$ cat src/rtl/disp_pkg.sv
// Shared types and constants for the display VRAM read master.
package disp_pkg;

    typedef enum logic [1:0] {
        ST_IDLE    = 2'd0,
        ST_WAIT_VS = 2'd1,
        ST_ADDR    = 2'd2,
        ST_DATA    = 2'd3
    } state_t;

    localparam logic [2:0] AXI_SIZE_8B    = 3'b011;
    localparam logic [1:0] AXI_BURST_INCR = 2'b01;

    localparam int PIXEL_W = 32;
    localparam int FIFO_W  = 64;

endpackage

$ cat src/rtl/disp_vramrd_if.sv
// AXI4 read channel plus pixel FIFO write port of the display VRAM reader.
interface disp_vramrd_if;
    import disp_pkg::*;

    logic [31:0]       ARADDR;
    logic [7:0]        ARLEN;
    logic [2:0]        ARSIZE;
    logic [1:0]        ARBURST;
    logic              ARVALID;
    logic              ARREADY;
    logic [FIFO_W-1:0] RDATA;
    logic              RLAST;
    logic              RVALID;
    logic              RREADY;
    logic              FIFO_WR;
    logic [FIFO_W-1:0] FIFO_WDATA;
    logic              FIFO_AFULL;

    modport master (
        output ARADDR, ARLEN, ARSIZE, ARBURST, ARVALID, RREADY, FIFO_WR, FIFO_WDATA,
        input  ARREADY, RDATA, RLAST, RVALID, FIFO_AFULL
    );

    modport slave (
        input  ARADDR, ARLEN, ARSIZE, ARBURST, ARVALID, RREADY, FIFO_WR, FIFO_WDATA,
        output ARREADY, RDATA, RLAST, RVALID, FIFO_AFULL
    );

endinterface

$ cat src/rtl/disp_vramrd.sv
// Display VRAM read master: fetches one frame per falling VSYNC over AXI4
// and writes each read beat into the pixel FIFO one cycle later.
// Optional macro DISP_VRAMRD_STAT_EN adds STAT_CLR / FRAME_LATE / FRAME_CNT.
//
// state      | meaning
// IDLE       | display off, nothing fetched
// WAIT_VS    | display on, waiting for the frame-start VSYNC edge
// ADDR       | issuing (or waiting to issue) one burst address
// DATA       | collecting the beats of the accepted burst
module disp_vramrd
    import disp_pkg::*;
#(
    parameter int H_PIXELS    = 640,
    parameter int V_LINES     = 480,
    parameter int BURST_BEATS = 16
) (
    input  logic        ACLK,
    input  logic        ARESETN,
    input  logic        DISPON,
    input  logic [28:0] DISPADDR,
    input  logic        DSP_VSYNC_X,
`ifdef DISP_VRAMRD_STAT_EN
    input  logic        STAT_CLR,
    output logic        FRAME_LATE,
    output logic [15:0] FRAME_CNT,
`endif
    disp_vramrd_if.master bus
);

    localparam int FRAME_BURSTS = (H_PIXELS * V_LINES * (PIXEL_W / 8)) / (BURST_BEATS * (FIFO_W / 8));
    localparam int CNT_W        = $clog2(FRAME_BURSTS + 1);

    state_t            state_q, state_d;
    logic [28:0]       cur_q, cur_d;
    logic [CNT_W-1:0]  cnt_q, cnt_d;
    logic              prev_vsync_q, prev_vsync_d;
    logic              pend_q, pend_d;
    logic [28:0]       pend_base_q, pend_base_d;
    logic              arvalid_q, arvalid_d;
    logic [31:0]       araddr_q, araddr_d;
    logic              fifo_wr_q, fifo_wr_d;
    logic [FIFO_W-1:0] fifo_wdata_q, fifo_wdata_d;

    logic        vs_fall;
    logic        beat;
    logic        late_set;
    logic        frame_done;
    logic [28:0] base_now;
    logic        unused_addr_lsb;

    // Bases are forced to 16-word alignment so no burst crosses 4 KB.
    assign base_now        = {DISPADDR[28:4], 4'b0000};
    assign unused_addr_lsb = ^DISPADDR[3:0];
    assign vs_fall         = !DSP_VSYNC_X && prev_vsync_q;
    assign beat            = (state_q == ST_DATA) && bus.RVALID;

    // Next-state, address/burst bookkeeping and FIFO write pipeline.
    always_comb begin
        state_d      = state_q;
        cur_d        = cur_q;
        cnt_d        = cnt_q;
        prev_vsync_d = DSP_VSYNC_X;
        pend_d       = pend_q;
        pend_base_d  = pend_base_q;
        arvalid_d    = arvalid_q;
        araddr_d     = araddr_q;
        fifo_wr_d    = beat;
        fifo_wdata_d = beat ? bus.RDATA : fifo_wdata_q;
        late_set     = 1'b0;
        frame_done   = 1'b0;

        // A VSYNC edge mid-frame is remembered; the restart waits for RLAST.
        if (vs_fall && (state_q == ST_ADDR || state_q == ST_DATA)) begin
            pend_d      = 1'b1;
            pend_base_d = base_now;
            late_set    = 1'b1;
        end

        case (state_q)
            ST_IDLE: begin
                if (DISPON) state_d = ST_WAIT_VS;
            end
            ST_WAIT_VS: begin
                if (!DISPON) begin
                    state_d = ST_IDLE;
                end else if (vs_fall) begin
                    cur_d   = base_now;
                    cnt_d   = '0;
                    state_d = ST_ADDR;
                end
            end
            ST_ADDR: begin
                if (!arvalid_q) begin
                    if (!DISPON) begin
                        pend_d  = 1'b0;
                        state_d = ST_IDLE;
                    end else if (!bus.FIFO_AFULL) begin
                        arvalid_d = 1'b1;
                        araddr_d  = {cur_q, 3'b000};
                    end
                end else if (bus.ARREADY) begin
                    arvalid_d = 1'b0;
                    state_d   = ST_DATA;
                end
            end
            ST_DATA: begin
                if (beat && bus.RLAST) begin
                    frame_done = (cnt_q == CNT_W'(FRAME_BURSTS - 1));
                    if (pend_q || vs_fall) begin
                        pend_d = 1'b0;
                        if (DISPON) begin
                            cur_d   = vs_fall ? base_now : pend_base_q;
                            cnt_d   = '0;
                            state_d = ST_ADDR;
                        end else begin
                            state_d = ST_IDLE;
                        end
                    end else begin
                        cur_d = cur_q + 29'(BURST_BEATS);
                        cnt_d = cnt_q + CNT_W'(1);
                        if (frame_done)   state_d = ST_WAIT_VS;
                        else if (!DISPON) state_d = ST_IDLE;
                        else              state_d = ST_ADDR;
                    end
                end
            end
            default: state_d = ST_IDLE;
        endcase
    end

    // State and datapath registers with synchronous active-low reset.
    always_ff @(posedge ACLK) begin
        if (!ARESETN) begin
            state_q      <= ST_IDLE;
            cur_q        <= '0;
            cnt_q        <= '0;
            prev_vsync_q <= 1'b1;
            pend_q       <= 1'b0;
            pend_base_q  <= '0;
            arvalid_q    <= 1'b0;
            araddr_q     <= '0;
            fifo_wr_q    <= 1'b0;
            fifo_wdata_q <= '0;
        end else begin
            state_q      <= state_d;
            cur_q        <= cur_d;
            cnt_q        <= cnt_d;
            prev_vsync_q <= prev_vsync_d;
            pend_q       <= pend_d;
            pend_base_q  <= pend_base_d;
            arvalid_q    <= arvalid_d;
            araddr_q     <= araddr_d;
            fifo_wr_q    <= fifo_wr_d;
            fifo_wdata_q <= fifo_wdata_d;
        end
    end

`ifdef DISP_VRAMRD_STAT_EN
    logic        late_q, late_d;
    logic [15:0] fcnt_q, fcnt_d;

    // Sticky late-frame flag (a new event wins over a same-cycle clear) and frame counter.
    always_comb begin
        late_d = late_set | (late_q & !STAT_CLR);
        fcnt_d = frame_done ? fcnt_q + 16'd1 : fcnt_q;
    end

    // Statistics registers.
    always_ff @(posedge ACLK) begin
        if (!ARESETN) begin
            late_q <= 1'b0;
            fcnt_q <= '0;
        end else begin
            late_q <= late_d;
            fcnt_q <= fcnt_d;
        end
    end

    assign FRAME_LATE = late_q;
    assign FRAME_CNT  = fcnt_q;
`endif

    assign bus.ARADDR     = araddr_q;
    assign bus.ARLEN      = 8'(BURST_BEATS - 1);
    assign bus.ARSIZE     = AXI_SIZE_8B;
    assign bus.ARBURST    = AXI_BURST_INCR;
    assign bus.ARVALID    = arvalid_q;
    assign bus.RREADY     = (state_q == ST_DATA);
    assign bus.FIFO_WR    = fifo_wr_q;
    assign bus.FIFO_WDATA = fifo_wdata_q;

endmodule

$ cat src/flat_wrapper.sv
// flat-port wrapper written by rule: the top's interface ports become plain ports
module disp_vramrd_flat import disp_pkg::*;
#(
    parameter int H_PIXELS    = 640,
    parameter int V_LINES     = 480,
    parameter int BURST_BEATS = 16
)
  (ACLK, ARESETN, DISPON, DISPADDR, DSP_VSYNC_X, bus_ARADDR, bus_ARLEN, bus_ARSIZE, bus_ARBURST, bus_ARVALID, bus_RREADY, bus_FIFO_WR, bus_FIFO_WDATA, bus_ARREADY, bus_RDATA, bus_RLAST, bus_RVALID, bus_FIFO_AFULL);
  disp_vramrd_if bus_i ();
  input  logic ACLK;
  input  logic ARESETN;
  input  logic DISPON;
  input  logic [28:0] DISPADDR;
  input  logic DSP_VSYNC_X;
  output wire logic [$bits(bus_i.ARADDR)-1:0] bus_ARADDR;
  output wire logic [$bits(bus_i.ARLEN)-1:0] bus_ARLEN;
  output wire logic [$bits(bus_i.ARSIZE)-1:0] bus_ARSIZE;
  output wire logic [$bits(bus_i.ARBURST)-1:0] bus_ARBURST;
  output wire logic [$bits(bus_i.ARVALID)-1:0] bus_ARVALID;
  output wire logic [$bits(bus_i.RREADY)-1:0] bus_RREADY;
  output wire logic [$bits(bus_i.FIFO_WR)-1:0] bus_FIFO_WR;
  output wire logic [$bits(bus_i.FIFO_WDATA)-1:0] bus_FIFO_WDATA;
  input wire logic [$bits(bus_i.ARREADY)-1:0] bus_ARREADY;
  input wire logic [$bits(bus_i.RDATA)-1:0] bus_RDATA;
  input wire logic [$bits(bus_i.RLAST)-1:0] bus_RLAST;
  input wire logic [$bits(bus_i.RVALID)-1:0] bus_RVALID;
  input wire logic [$bits(bus_i.FIFO_AFULL)-1:0] bus_FIFO_AFULL;
  assign bus_ARADDR = bus_i.ARADDR;
  assign bus_ARLEN = bus_i.ARLEN;
  assign bus_ARSIZE = bus_i.ARSIZE;
  assign bus_ARBURST = bus_i.ARBURST;
  assign bus_ARVALID = bus_i.ARVALID;
  assign bus_RREADY = bus_i.RREADY;
  assign bus_FIFO_WR = bus_i.FIFO_WR;
  assign bus_FIFO_WDATA = bus_i.FIFO_WDATA;
  assign bus_i.ARREADY = bus_ARREADY;
  assign bus_i.RDATA = bus_RDATA;
  assign bus_i.RLAST = bus_RLAST;
  assign bus_i.RVALID = bus_RVALID;
  assign bus_i.FIFO_AFULL = bus_FIFO_AFULL;
  disp_vramrd #(.H_PIXELS(H_PIXELS), .V_LINES(V_LINES), .BURST_BEATS(BURST_BEATS)) u_core (.ACLK(ACLK), .ARESETN(ARESETN), .DISPON(DISPON), .DISPADDR(DISPADDR), .DSP_VSYNC_X(DSP_VSYNC_X), .bus(bus_i));
endmodule
$ cat config.mk
export PLATFORM = sky130hd
export DESIGN_NAME = disp_vramrd_flat
export DESIGN_NICKNAME = d
export VERILOG_FILES = /design/src/rtl/disp_pkg.sv /design/src/rtl/disp_vramrd_if.sv /design/src/rtl/disp_vramrd.sv /design/src/flat_wrapper.sv
export SDC_FILE = /design/constraint.sdc
export NUM_CORES = 1
export LEC_CHECK = 0
export CAP_MARGIN = 5
export CORE_MARGIN = 2
export CORE_UTILIZATION = 45
export DETAILED_ROUTE_END_ITERATION = 8
export PLACE_DENSITY = 0.79
export SYNTH_ARGS = -nofsm -noshare
export SYNTH_HDL_FRONTEND = slang
export SYNTH_SLANG_ARGS = --single-unit
export TNS_END_PERCENT = 50
$ cat constraint.sdc
create_clock -name ACLK -period 3.6 [get_ports ACLK]
set_clock_uncertainty 0.15 [all_clocks]
set_input_delay 1.08 -clock ACLK [delete_from_list [all_inputs] [get_ports ACLK]]
set_output_delay 1.08 -clock ACLK [all_outputs]
set_load 0.05 [all_outputs]
# Word-level counts from Yosys, hierarchy flattened
# Cells that the tools add are included.
# classes
n_addsub,2
n_eq_ne,12
n_mux,34
n_bitwise,2
reduce_logical,12
# ops
cell,n
two-way mux 29 bit,6
two-way mux 14 bit,5
case mux 29 bit (2 select lines),1
"adder 29 x 5 -> 29 bit, second input constant",1
case mux 14 bit (2 select lines),1
two-way mux 2 bit,10
"adder 14 x 1 -> 14 bit, second input constant",1
"equality test 14 bit, second input constant",1
AND reduction 5 bit,2
two-way mux 1 bit,9
case mux 2 bit (4 select lines),1
"!= test 3 x 2 -> 1 bit, second input constant",2
"!= test 3 bit, second input constant",2
"equality test 2 bit, second input constant",2
logical AND 1 bit,4
"!= test 2 x 1 -> 1 bit, second input constant",2
"!= test 2 bit, second input constant",2
AND reduction 4 bit,1
"equality test 2 x 1 -> 1 bit, second input constant",1
logical NOT 2 bit,1
logical OR 1 bit,2
inverter 1 bit,2
case mux 1 bit (2 select lines),1
nonzero test 2 bit,1
logical NOT 1 bit,1
# totals
reg_bits,167
in_bits,101
output_inout_bits,112

# Depth between registers and ports, before layout
# logic_depth
ltp_word,7
depth_mapped,8

# Worst setup path before layout
# OpenSTA, ideal clock, no wires.
# synth_path
kind,input port to flip-flop
from,in DSP_VSYNC_X
to,reg u_core.cur_q[28]
setup_ns,0.122
arrival_ns,2.367
t_required_ns,3.328
setup_slack_ns,0.961
cell_stages,6
n_path_buf,1
path_cell_list,nor2b_1 buf_4 o2bb2a_1 a21oi_2 mux2_2 a221o_1
# synth_via
elab_chain_cells,7
word_cells_on_any_way,11
# synth_rtl
element,line_no,source
start: declaration,flat_wrapper.sv:14,input logic DSP_VSYNC_X;
logical NOT 1 bit *,disp_vramrd.sv:54,assign vs_fall = !DSP_VSYNC_X && prev_vsync_q;
logical AND 1 bit *,disp_vramrd.sv:54,
two-way mux 29 bit,disp_vramrd.sv:112,cur_d = vs_fall ? base_now : pend_base_q;
two-way mux 29 bit,disp_vramrd.sv:111,if (DISPON) begin
two-way mux 29 bit,disp_vramrd.sv:109,if (pend_q || vs_fall) begin
two-way mux 29 bit,disp_vramrd.sv:107,if (beat && bus.RLAST) begin
case mux 29 bit (2 select lines),disp_vramrd.sv:79,case (state_q)
end signal: assignment,disp_vramrd.sv:146,cur_q <= cur_d;
end: declaration,disp_vramrd.sv:34,"logic [28:0] cur_q, cur_d;"
# Mark *: on every way between the ends. The rest lies on a longest branch, timed or not. The select of a mux whose other input is x is not followed.
# A chain may end at the register's enable or synchronous reset.

# Worst setup path in the final report
# layout_path
from,reg u_core.state_q[1]
to,out bus_RREADY
# layout_via
elab_chain_cells,1
# layout_rtl
element,line_no,source
start: declaration,disp_vramrd.sv:33,"state_t state_q, state_d;"
start signal: assignment,disp_vramrd.sv:145,state_q <= state_d;
equality test 2 bit,disp_vramrd.sv:188,assign bus.RREADY = (state_q == ST_DATA);
end: declaration,flat_wrapper.sv:20,output wire logic [$bits(bus_i.RREADY)-1:0] bus_RREADY;
# No other way between the ends.

==> run_results.csv <==
group,metric,value,unit
outcome,run_status,"finished, final reports clean",
logic_synthesis,synth-warning-count,0,
cells_and_area,final_nets,1170,
clocking,post_cts.resized_instances,0,
global_route,global_route_wire_length_before_repair,31810,µm
critical_path,timing.critical_path.to,"bus_RREADY",
cells_and_area,area.growth.synth_to_final,36.55,%
logic_synthesis,postSynthRegisterBits,159,
floorplan,pin_count,213,
clocking,clkTransAtPathRegs,0.06,ns
critical_path,worstPathCellList,"nand2_1, buf_4, inv_1, buf_4",
clocking,cts_made_buffers,17,
logic_synthesis,yosys.cell_count.top_type,"nand2_1",
logic_synthesis,synth_top_cell_area_share,45.20,%
cells_and_area,antenna_cells_inserted,0,
clocking,htree_levels,4,
detailed_routing,detailroute.wirelength.met2,9402,µm
logic_synthesis,synth_enable_flop_cells,0,
detailed_routing,wl_met3,1688,µm
logic_synthesis,synth.top_cells.by_count,"272 x nand2_1, 159 x dfxtp_1, 140 x a21oi_1",
detailed_routing,routedLengthMet1,8370,µm
power,power_density,397.8,mW/mm²
sta,grt_setup_unrepaired,"false",
critical_path,crit_top_cell,"buf_4",
sta,clock.fmax,0.3256,GHz
placement,detailed_place_hpwl,13160,µm
clocking,cts-hold-fix-buffers,0,
power,share_seq_of_total_power,47.1,%
sta,tightest_slew,0.6082,ns
sta,final_min_period_over_clock_period,85.30,%
logic_synthesis,synth-async-reset-ratio,0,%
critical_path,critical-path-slowest-cell,"dfxtp_1",
critical_path,data_arrival_time_of_the_worst_path,1.84,ns
global_route,grtUsageTotal,23.88,%
detailed_routing,post_drt_wl_per_cell,15.45,µm
critical_path,endpoint_kind,"output port",
power,power.share.combinational,8.0,%
detailed_routing,drt_drc_violations_left,0,
power,p_leak,3.229,nW
global_route,grt_antenna_before_repair,0,
critical_path,worstSetupStartpointType,"flop",
min_path,min-delay-path-class,"flop to flop",
power,internal_power,0.002948,W
clocking,post-cts-setup-buffers,0,
critical_path,reg2reg_to,"u_core.cur_q[13]",
cells_and_area,fillers,1332,
job,drv_cap,0,
critical_path,critical_path_peak_fanout,14,
sta,setup-tns-final,0,ns
sta,hold_slack,0.3009,ns
logic_synthesis,ys_seq_area_share,45.20,%
logic_synthesis,synth_area_leader_cell,"dfxtp_1",
critical_path,worst_setup_path_startpoint,"u_core.state_q[1]",
logic_synthesis,synth_flop_cell,"dfxtp_1",
power,max-vdd-ir-drop,0.0003170,V
power,power_switching,0.0008768,W
placement,gpl.final_weighted_congestion,0.8374,
floorplan,placeableCoreArea,0.01526,mm²
logic_synthesis,post_synth_main_area_contributors,"dfxtp_1 45%, nand2_1 14%, a21oi_1 10%",
floorplan,die_height,129.1,µm
clocking,cts.path.max_buffers,2,
critical_path,worst_ep_required_time,2.37,ns
sta,layout_min_cycle_time,3.071,ns
global_route,grt_max_degree,135,
clocking,clock-sinks,159,
detailed_routing,drt_iter0_drc,542,
floorplan,fp.dieArea,0.01667,mm²
power,share_clk_of_total_power,44.9,%
floorplan,rows,45,
sta,finalMaxSlewViolations,0,
clocking,insertion_delay_to_the_later_sink_of_the_worst_skew_pair,0.43,ns
floorplan,floorplan.die.width,129.1,µm
global_route,grt-ovfl-total,0,
critical_path,r2r-start,"u_core.state_q[1]",
detailed_routing,final_antenna_net_count,0,
detailed_routing,post_drt_via_cell_ratio,5.331,
detailed_routing,detail_route.first_pass.iterations,6,
floorplan,initial_utilization,46.15,%
logic_synthesis,syn_inst,901,
detailed_routing,final_routed_wirelength_across_all_metal_layers,19910,µm
power,net_switching_fraction_of_the_power,22.93,%
clocking,tritoncts_clock_tree,"built",
logic_synthesis,synth.distinct_cells,68,
critical_path,worst_path_largest_cell_delay,0.60,ns
detailed_routing,top_layer_used,"met4",
sta,timing.final.setup_violations,0,
sta,finalHoldViolCount,0,
logic_synthesis,syn_area_per_cell,7.815,µm²
cells_and_area,layout-drive-gt1-share,6.401,%
detailed_routing,num_vias,6872,
critical_path,reg2reg_depth,8,
critical_path,rrSetupSlack,0.94,ns
critical_path,path_class,"flop to output port",
placement,portBuffers,188,
logic_synthesis,mappedNetlistArea,0.007042,mm²
clocking,ctsRootBufferMaster,"clkbuf_16",
sta,timing.slew.headroom,59.30,%
global_route,grt_pass1_vias,6421,
worst min-delay path by stage:
stage	from	endpoint	slack, ns	cells past startpoint
6_report	u_core.bus.FIFO_WDATA[1]	u_core.bus.FIFO_WDATA[1]	0.30	2
5_1_grt	u_core.bus.FIFO_WDATA[62]	u_core.bus.FIFO_WDATA[62]	0.32	2
4_1_cts	u_core.bus.FIFO_WDATA[0]	u_core.bus.FIFO_WDATA[0]	0.30	2
3_5_place_dp	u_core.bus.FIFO_WDATA[0]	u_core.bus.FIFO_WDATA[0]	0.30	2
3_3_place_gp	u_core.bus.FIFO_WDATA[62]	u_core.bus.FIFO_WDATA[62]	0.29	2
2_1_floorplan	u_core.pend_base_q[14]	u_core.pend_base_q[14]	0.28	2
layout by cell type (no fill, tap or decap), types with 7 or more instances in the layout:
cell,netlist,layout
mux2i_1,10,10
nand2_1,272,271
nand3_1,28,28
and3_1,9,8
a21oi_1,140,140
conb_1,2,20
clkbuf_16,0,17
nor2_1,25,25
nand4_1,7,7
clkdlybuf4s50_1,0,187
o211ai_1,16,16
a31oi_1,7,7
or3_1,7,7
o21ai_0,32,32
buf_4,24,17
o31ai_1,7,7
inv_1,8,8
dfxtp_1,159,159
cells by family after synthesis:
family	Yosys count	synth area share, %
flops	159	45.20
compound gates	240	20.06
simple gates	388	24.89
mux	11	1.581
xor+xnor	10	1.244
buf+inv	89	6.556
fa+ha+maj	2	0.3553
other cells	2	0.1066
final cells by class:
cell class	instances	area (µm²)	area share, %
repair buffers	209	2100	21.83
clock buffers	25	505.5	5.257
well taps	211	264.0	2.746
clock inverters	5	55.05	0.5725
multi-input cells	671	3472	36.11
flip-flops and latches	159	3183	33.10
inverters	9	36.28	0.3774
stage by stage:
stage / instance area [µm²] / std cells / utilization, % / power [W] / worst slack, ns
after floorplan: 7109 / 919 / - / 0.002003 / 0.9610
after global placement: 9055 / 1259 / 59.34 / 0.002138 / 0.2709
after detailed placement: 9055 / 1259 / 59.34 / 0.002142 / 0.2469
after CTS: 9615 / 1289 / 63.02 / 0.003851 / 0.5591
after global routing: 9615 / 1289 / 63.02 / 0.003936 / 0.4676
final: 9615 / 1289 / 63.02 / 0.003825 / 0.5292
power by group through the flow:
stage               Combinational, W  Clock, W  Sequential [W]
global route                0.000328   0.00180         0.00180
CTS                         0.000306   0.00174         0.00180
finish                      0.000308   0.00172         0.00180
detailed placement          0.000304         0         0.00184
floorplan                   0.000163         0         0.00184
global placement            0.000300         0         0.00184
registers in the layout, indices dropped and copies added, names as in the netlist:
| signal | count |
|---|---|
| u_core.state_q | 2 |
| u_core.bus.ARVALID | 1 |
| u_core.prev_vsync_q | 1 |
| u_core.cur_q | 25 |
| u_core.cnt_q | 14 |
| u_core.bus.ARADDR | 25 |
| u_core.bus.FIFO_WR | 1 |
| u_core.pend_base_q | 25 |
| u_core.pend_q | 1 |
| u_core.bus.FIFO_WDATA | 64 |
per-layer routing:
metal	GRT usage, %	vias up
met3	6.813	35
met4	9.335	0
met5	0	-
met1	29.96	3157
met2	39.06	285
li1	-	3395
worst max-delay path: cells and delay by family, from the launching register on:
| family | cells | cell delay [ns] |
|---|---|---|
| flip-flops | 1 | 0.60 |
| AND/OR/NAND/NOR | 1 | 0.10 |
| buffers and inverters | 3 | 0.71 |
(Power assumes the default switching activity.)
